$ cat src/rtl/fifo_drain_ctrl.sv
// fifo_drain_ctrl: pops a source FIFO, absorbs its read latency in a skid buffer, pushes to a destination FIFO
module fifo_drain_ctrl #(
    parameter int DATA_W     = 10,
    parameter int READ_LAT   = 1,
    parameter int SKID_DEPTH = 2
) (
    input  logic              clk,
    input  logic              reset_L,
    input  logic              enable,
    input  logic              src_empty,
    input  logic [DATA_W-1:0] src_data,
    output logic              src_pop,
    input  logic              dst_almost_full,
    output logic              dst_push,
    output logic [DATA_W-1:0] dst_data,
    output logic              idle,
    output logic [7:0]        fwd_count
);
    localparam int OCC_W = $clog2(SKID_DEPTH + 1);
    localparam int CNT_W = $clog2(SKID_DEPTH + READ_LAT + 1) + 1;

    typedef enum logic [1:0] {S_IDLE, S_RUN, S_STALL, S_DRAIN} state_t;

    state_t              r_state, w_state_nxt;
    logic [READ_LAT-1:0] r_pipe;
    logic [OCC_W-1:0]    r_occ, w_occ_nxt, w_wr_pos;
    logic [DATA_W-1:0]   r_skid     [SKID_DEPTH];
    logic [DATA_W-1:0]   w_skid_nxt [SKID_DEPTH];
    logic [7:0]          r_fwd_count;
    logic [CNT_W-1:0]    w_inflight, w_total;
    logic                w_capture, w_quiet;

    // count pops whose data has not yet come back from the source
    always_comb begin
        w_inflight = '0;
        for (int i = 0; i < READ_LAT; i++) w_inflight = w_inflight + CNT_W'(r_pipe[i]);
    end

    // zero is the source FIFO's "no data" value, so it is never buffered
    assign w_capture = r_pipe[READ_LAT-1] && (src_data != '0);
    assign w_total   = CNT_W'(r_occ) + w_inflight;
    assign w_quiet   = (r_occ == '0) && (w_inflight == '0);
    assign src_pop   = enable && !src_empty && (w_total < CNT_W'(SKID_DEPTH))
                       && (r_state == S_RUN || r_state == S_STALL);
    assign dst_push  = (r_occ != '0) && !dst_almost_full;
    assign dst_data  = (r_occ != '0) ? r_skid[0] : '0;
    assign idle      = (r_state == S_IDLE) && w_quiet;
    assign fwd_count = r_fwd_count;
    assign w_wr_pos  = r_occ - OCC_W'(dst_push);
    assign w_occ_nxt = r_occ + OCC_W'(w_capture) - OCC_W'(dst_push);

    // skid is a shift queue: head at index 0, a push shifts down, a capture lands behind the last live entry
    always_comb begin
        for (int i = 0; i < SKID_DEPTH; i++) begin
            w_skid_nxt[i] = dst_push ? ((i == SKID_DEPTH - 1) ? '0 : r_skid[(i + 1) % SKID_DEPTH]) : r_skid[i];
            if (w_capture && w_wr_pos == OCC_W'(i)) w_skid_nxt[i] = src_data;
        end
    end

    // next-state: disable wins over backpressure in RUN/STALL
    always_comb begin
        w_state_nxt = r_state;
        case (r_state)
            S_IDLE:  w_state_nxt = (enable && !src_empty) ? S_RUN : S_IDLE;
            S_RUN:   w_state_nxt = !enable ? S_DRAIN : dst_almost_full ? S_STALL
                                 : (src_empty && w_quiet) ? S_IDLE : S_RUN;
            S_STALL: w_state_nxt = !enable ? S_DRAIN : !dst_almost_full ? S_RUN : S_STALL;
            S_DRAIN: w_state_nxt = w_quiet ? S_IDLE : S_DRAIN;
            default: w_state_nxt = S_IDLE;
        endcase
    end

    // state, in-flight pipe, skid and forward counter registers
    always_ff @(posedge clk or negedge reset_L) begin
        if (!reset_L) begin
            r_state     <= S_IDLE;
            r_pipe      <= '0;
            r_occ       <= '0;
            r_fwd_count <= '0;
            for (int i = 0; i < SKID_DEPTH; i++) r_skid[i] <= '0;
        end else begin
            r_state     <= w_state_nxt;
            r_pipe      <= (r_pipe << 1) | READ_LAT'(src_pop);
            r_occ       <= w_occ_nxt;
            r_fwd_count <= r_fwd_count + 8'(dst_push);
            for (int i = 0; i < SKID_DEPTH; i++) r_skid[i] <= w_skid_nxt[i];
        end
    end

    // a capture into a full skid would silently lose a word
    always @(posedge clk) begin
        if (reset_L) assert (!(w_capture && !dst_push && r_occ == OCC_W'(SKID_DEPTH))) else $error("skid overflow");
    end
endmodule

$ cat config.mk
export PLATFORM = sky130hd
export DESIGN_NAME = fifo_drain_ctrl
export DESIGN_NICKNAME = d
export VERILOG_FILES = /design/src/rtl/fifo_drain_ctrl.sv
export SDC_FILE = /design/constraint.sdc
export NUM_CORES = 1
export LEC_CHECK = 0
export CAP_MARGIN = 5
export CORE_MARGIN = 10
export CORE_UTILIZATION = 35
export DETAILED_ROUTE_END_ITERATION = 6
export MAX_ROUTING_LAYER = met4
export PLACE_DENSITY_LB_ADDON = 0.12
export SLEW_MARGIN = 20
export SYNTH_ARGS = -nofsm -noshare
export SYNTH_HDL_FRONTEND = slang
export SYNTH_SLANG_ARGS = --single-unit
$ cat constraint.sdc
create_clock -name clk -period 2.8 [get_ports clk]
set_input_delay 0.56 -clock clk [delete_from_list [all_inputs] [get_ports clk]]
set_output_delay 0.56 -clock clk [all_outputs]
set_load 0.02 [all_outputs]
==> flow_metrics.py, run 1 <==
metrics = {
    "final_layout": {
        "n_antenna_cell": 0,
        "fillers": 448,
        "final_util_pct": 48.3,
        "mostFrequentLayoutCells": "34 x clkdlybuf4s50_1, 33 x dfrtp_1, 30 x mux2i_1",
        "instances_no_fill": 264,
        "nets": 221,
        "areaGrowthSynthToFinish_pct": 34.0,
        "layout_commonest_cell": "clkdlybuf4s50_1",
        "drive_gt1_share_pct": 10.2,
    },
    "clock_tree": {
        "post_cts_buffers": 0,
        "cts_resized": 2,
        "clk_path_buf_depth": 2,
        "ctsRootBufferMaster": "clkbuf_8",
        "cts_buffers": 5,
        "tritoncts": "done",
        "cts.sinks": 33,
        "postCtsHoldBufs": 0,
        "clk_latency_ns": 0.28,
        "htree_num_levels": 2,
        "path_clk_slew_ns": 0.06,
    },
    "global_routing": {
        "grt_max_degree": 34,
        "antenna_found_initial": 0,
        "grtUsageTotal_pct": 9.81,
        "grt_pass1_wl_mm": 6.47,
        "grt_pass1_vias": 1322,
        "grt_overflow": 0,
    },
    "worst_setup_path": {
        "path_max_fanout": 3,
        "cp-end-kind": "output port",
        "cp.required_ns": 2.24,
        "crit_arrival_ns": 2.05,
        "cp-start-kind": "input pin",
        "reg2regPathDepth": 8,
        "critical_path_class": "input pin to output port",
    },
    "status": {
        "status": "finished, final reports clean",
    },
    "synthesis": {
        "ys_warn_count": 0,
        "synth_area_um2": 1700,
        "syn_nets": 175,
        "syn_area_per_cell_um2": 11.3,
        "ys.flop_type": "dfrtp_1",
        "yosysTopAreaCellShare_pct": 48.5,
        "synthArstFlopShare_pct": 100,
        "yosysUniqueCellTypes": 29,
        "ys_seq_elements": 33,
        "syn_inst": 151,
        "seq_area_frac_synth_pct": 48.5,
        "netlist.top_cell.by_area": "dfrtp_1",
        "synthTopCellsByArea": "dfrtp_1 49%, mux2i_1 18%, ha_1 6.6%",
        "synth-edff-count": 0,
    },
    "sta": {
        "rsz0062_at_grt": "no",
        "fin_crit_sh_pct": 93.2,
        "slew_headroom_pct": 52.1,
        "period_minus_slack_ns": 2.61,
        "skew_ns": 0.00806,
        "worst_slew_pin_slew_ns": 0.718,
        "setup_ws_ns": 0.189,
        "hold_viol_final": 0,
        "fmax_mhz": 383,
        "setup_viol": 0,
        "slew_violations": 0,
    },
    "placement": {
        "place_inst": 257,
        "pre_cts_ws_ns": -0.0828,
        "dpl.hpwl_mm": 2.84,
        "gp_congestion": 0.771,
        "portBuffers": 35,
    },
    "route": {
        "drcViolationCount": 0,
        "drt-total-wl_mm": 3.74,
        "drt_iter0_drc": 21,
        "via_per_inst": 4.47,
        "wl_per_cell_um": 14.2,
        "route.vias.total": 1181,
        "ant_nets": 0,
        "dr.pass1.iters": 2,
    },
    "floorplan": {
        "ios": 36,
        "die_area_um2": 8050,
        "die_h_um": 89.7,
        "die_w_um": 89.7,
        "placement_rows": 25,
        "fp.coreArea_um2": 4720,
        "initial_core_util_pct": 36.0,
    },
    "worst_hold_path": {
        "hp-class": "flip-flop to flip-flop",
        "hold_depth": 1,
    },
    "pwr": {
        "power_density_nw_per_um2": 869,
        "vdd_drop_max_mv": 0.419,
        "p_leak_nw": 1.13,
    },
    "job": {
        "maxCapViolCount": 0,
    },
}
cells in the mapped netlist (2+ instances only):
| cell | instances |
|---|---|
| inv_1 | 17 |
| mux2i_1 | 30 |
| xnor2_1 | 7 |
| ha_1 | 9 |
| xor2_1 | 2 |
| nand3_1 | 2 |
| clkbuf_1 | 3 |
| nor2b_1 | 10 |
| dfrtp_1 | 33 |
| nand2b_1 | 2 |
| nor2_1 | 3 |
| nand2_1 | 13 |
| a21oi_1 | 4 |
critical path, cell delays in order:
cell and delay [ns]:
clkdlybuf4s50_1 0.43, or2_2 0.31, inv_1 0.11, clkdlybuf4s50_1 0.63
cell families after synthesis:
family / synth area share (%)
buf+inv: 5.37
fa+ha+maj: 6.62
compound gates: 4.12
xor+xnor: 4.63
mux: 17.6
simple gates: 13.1
flops: 48.5
per-stage QoR:
| stage | cell area [um2] | hold slack (ns) | total power [mW] | TNS, ns |
|---|---|---|---|---|
| after CTS | 2280 | 0.483 | 2.02 | 0 |
| after global routing | 2280 | 0.504 | 2.13 | 0 |
| final | 2280 | 0.476 | 1.98 | 0 |
| after detailed placement | 2180 | 0.472 | 1.58 | -0.0828 |
| after global placement | 2180 | 0.462 | 1.55 | -0.0266 |
| after floorplan | 1700 | 0.264 | 1.22 | 0 |
worst paths after layout:
path | slack, ns | startpoint | endpoint
max | 0.19 | dst_almost_full | dst_push
min | 0.48 | fwd_count[7]$_DFF_PN0_ | fwd_count[7]$_DFF_PN0_
max reg2reg | 0.51 | r_occ[1]$_DFF_PN0_ | r_skid[18]$_DFFE_PN0P_
min reg2reg | 0.48 | fwd_count[7]$_DFF_PN0_ | fwd_count[7]$_DFF_PN0_
max in group asynchronous | 1.82 | reset_L | r_skid[18]$_DFFE_PN0P_
min in group asynchronous | 0.68 | reset_L | r_skid[15]$_DFFE_PN0P_
power breakdown:
part | leakage, nW | switching (mW) | internal (mW) | total [mW]
sequential | 0.440 | 0.124 | 0.612 | 0.736
combinational | 0.634 | 0.415 | 0.405 | 0.820
clock | 0.0540 | 0.165 | 0.258 | 0.424
metal layers:
layer,up-vias,share of wire (%),routed length [um],track usage (%)
met2,20,48,1810,15.8
met4,0,0.67,25,3.23
met5,-,0,0,-
li1,587,-,-,-
met1,570,47,1760,11.6
met3,4,3.9,145,2.58
final cells by class:
| cell class | count | area (um2) | share of cell area (%) |
|---|---|---|---|
| Clock inverter | 2 | 35.0 | 1.54 |
| Tap cell | 67 | 83.8 | 3.68 |
| Inverter | 17 | 63.8 | 2.80 |
| Timing Repair Buffer | 44 | 417 | 18.3 |
| Clock buffer | 5 | 68.8 | 3.02 |
| Sequential cell | 33 | 826 | 36.2 |
| Multi-Input combinational cell | 96 | 786 | 34.5 |
registers in the layout, summed over array words and instances, names as in the netlist:
register / cells
r_skid: 20
r_state: 2
r_occ: 2
r_pipe: 1
fwd_count: 8
Note: power is estimated with default switching activity, not from simulation.
==> run 2, diff against run 1 <==
--- a/config.mk
+++ b/config.mk
@@ -11,6 +11,7 @@
 export DETAILED_ROUTE_END_ITERATION = 6
 export MAX_ROUTING_LAYER = met4
 export PLACE_DENSITY_LB_ADDON = 0.12
+export SKIP_LAST_GASP = 1
 export SLEW_MARGIN = 20
 export SYNTH_ARGS = -nofsm -noshare
 export SYNTH_HDL_FRONTEND = slang
==> results of run 2 <==
No change in the layout: final DEF, timing and power equal those of run 1.
==> run 3, diff against run 2 <==
--- a/config.mk
+++ b/config.mk
@@ -8,6 +8,7 @@
 export CAP_MARGIN = 5
 export CORE_MARGIN = 10
 export CORE_UTILIZATION = 35
+export CTS_CLUSTER_SIZE = 14
 export DETAILED_ROUTE_END_ITERATION = 6
 export MAX_ROUTING_LAYER = met4
 export PLACE_DENSITY_LB_ADDON = 0.12
==> constraint.sdc (replaced) <==
create_clock -name clk -period 2.2 [get_ports clk]
set_input_delay 0.44 -clock clk [delete_from_list [all_inputs] [get_ports clk]]
set_output_delay 0.44 -clock clk [all_outputs]
set_load 0.02 [all_outputs]
==> run 3 against run 2 <==
Against the previous run: power grew 38%; via count grew 7.8%; worst hold slack lost 0.0076 ns; highest routed layer unchanged.
==> flow_metrics.py, run 3 (synthesized netlist as in run 1, its figures left out) <==
metrics = {
    "status": {
        "status": "finished, final reports clean",
    },
    "worst_setup_path": {
        "critical_path_class": "input pin to flip-flop",
        "cpPeakStageDelay_ns": 0.42,
        "path_cells": "clkdlybuf4s50_1, or2_2, clkinvlp_4, ha_1, xnor2_1, or3b_4, buf_4, mux2i_1",
        "cpMaxStageDelayCell": "clkdlybuf4s50_1",
        "cp-end-kind": "flip-flop",
        "cp.required_ns": 2.36,
        "path_max_fanout": 6,
        "worst-path-buf-inv": 3,
        "cp-start-kind": "input pin",
        "crit_arrival_ns": 2.31,
        "path_delay_family": "simple AND/OR/NAND/NOR gates",
    },
    "clock_tree": {
        "tritoncts": "done",
        "cts_buffers": 5,
        "clk_latency_ns": 0.28,
        "htree_num_levels": 2,
        "postCtsHoldBufs": 0,
        "ctsRootBufferMaster": "clkbuf_8",
        "cts.sinks": 33,
        "clk_path_buf_depth": 2,
        "path_clk_slew_ns": 0.06,
    },
    "sta": {
        "setup_viol": 0,
        "skew_ns": 0.00642,
        "slew_violations": 0,
        "fmax_mhz": 465,
        "hold_viol_final": 0,
        "rsz0062_at_grt": "yes",
        "fin_crit_sh_pct": 97.8,
        "worst_slew_pin_slew_ns": 0.425,
        "slew_headroom_pct": 71.6,
        "period_minus_slack_ns": 2.15,
    },
    "final_layout": {
        "layout_commonest_cell": "dfrtp_1",
        "largest_register_ffs": 20,
        "mostFrequentLayoutCells": "32 x dfrtp_1, 30 x mux2i_1, 27 x buf_4",
        "n_antenna_cell": 0,
        "drive_gt1_share_pct": 21.7,
        "final_util_pct": 53.1,
        "fillers": 437,
        "regMostFlops": "r_skid",
        "fin_area_um2": 2510,
        "nets": 240,
        "areaGrowthSynthToFinish_pct": 47.4,
    },
    "global_routing": {
        "grt_pass1_wl_mm": 6.58,
        "grt_overflow": 0,
        "antenna_found_initial": 0,
        "grt_max_degree": 34,
        "grt_pass1_vias": 1380,
        "grtUsageTotal_pct": 10.2,
    },
    "job": {
        "maxCapViolCount": 0,
    },
    "worst_hold_path": {
        "hp-class": "input pin to flip-flop",
    },
    "route": {
        "drt-total-wl_mm": 4.00,
        "route.met3.wl_um": 193,
        "topRoutingLayerUsed": "met4",
        "dr.pass1.iters": 4,
        "drcViolationCount": 0,
        "wl_met1_mm": 1.64,
        "route.vias.total": 1273,
        "wl_per_cell_um": 14.1,
        "via_per_inst": 4.48,
        "ant_nets": 0,
        "met2RoutedLength_mm": 2.11,
        "drt_iter0_drc": 11,
    },
    "placement": {
        "placed_area_um2": 2270,
        "dpl.hpwl_mm": 3.02,
        "portBuffers": 35,
        "gp_congestion": 0.835,
    },
    "pwr": {
        "p_leak_nw": 1.45,
        "vdd_drop_max_mv": 0.453,
        "power_density_nw_per_um2": 1090,
    },
    "floorplan": {
        "initial_core_util_pct": 36.0,
        "ios": 36,
        "die_area_um2": 8050,
        "placement_rows": 25,
        "die_w_um": 89.7,
        "die_h_um": 89.7,
        "fp.coreArea_um2": 4720,
    },
}
## run 3: cell count changes in the layout (fill, tap and decap cells not counted), sizes merged
cell,previous run,this run
buf,9,28
clkdlybuf4s50,34,15
dlymetal6s2s,0,15
clkbuf,5,8
dlygate4sd2,1,3
clkdlybuf4s15,0,1
clkinv,1,0
clkinvlp,0,1
inv,17,16
## run 3: cell type report
class                   count  area (um2)  area share, %
flip-flops and latches     33         827           33.0
clock buffers               7        86.3           3.44
inverters                  17        67.6           2.69
multi-input cells          96         812           32.4
well taps                  67        83.8           3.34
repair buffers             63         602           24.0
clock inverters             1        30.0           1.20
## run 3: report_power, final
part,switching (mW),internal [mW],total (mW)
Combinational,0.597,0.630,1.23
Clock,0.210,0.369,0.579
Sequential,0.138,0.781,0.919
## run 3: path summary, 6_finish.rpt
path / startpoint / to / slack [ns] / cells past startpoint
worst max-delay path: dst_almost_full / r_skid[3]$_DFFE_PN0P_ / 0.05 / 8
worst min-delay path: src_data[3] / r_skid[3]$_DFFE_PN0P_ / 0.47 / 3
worst max register to register: r_occ[1]$_DFF_PN0_ / r_skid[3]$_DFFE_PN0P_ / 0.14 / 8
worst min register to register: fwd_count[7]$_DFF_PN0_ / fwd_count[7]$_DFF_PN0_ / 0.47 / 1
max in group asynchronous: reset_L / r_occ[1]$_DFF_PN0_ / 1.31 / 2
min in group asynchronous: reset_L / fwd_count[7]$_DFF_PN0_ / 0.57 / 2
## run 3: per-layer routing
metal,global-route usage [%],vias up
li1,-,631
met1,10.4,617
met2,17.9,20
met3,3.41,5
met4,3.64,0
met5,-,-
## run 3: worst reg2reg max path: stages, from the launching register on
cell	delay (ns)
dfrtp_2	0.44
nor2_1	0.14
or2_2	0.16
clkinvlp_4	0.12
ha_1	0.21
xnor2_1	0.17
or3b_4	0.40
buf_4	0.18
mux2i_1	0.12
## run 3: repair_timing
action	CTS	global route
gates resized for setup	7	23
endpoints found under the setup margin	15	31
setup buffers	1	7
pin swaps	1	6
## run 3: stage by stage
stage                     total power [mW]  cells  setup WS (ns)  hold slack, ns  setup TNS [ns]
after floorplan                       1.57    151         0.0439           0.144               0
after global placement                2.05    268         -0.443           0.458           -5.49
after detailed placement              2.10    268         -0.503           0.470           -6.21
after CTS                             2.68    277         -0.141           0.480          -0.252
after global routing                  2.91    284        -0.0289           0.482          -0.180
final                                 2.72    284         0.0486           0.469               0
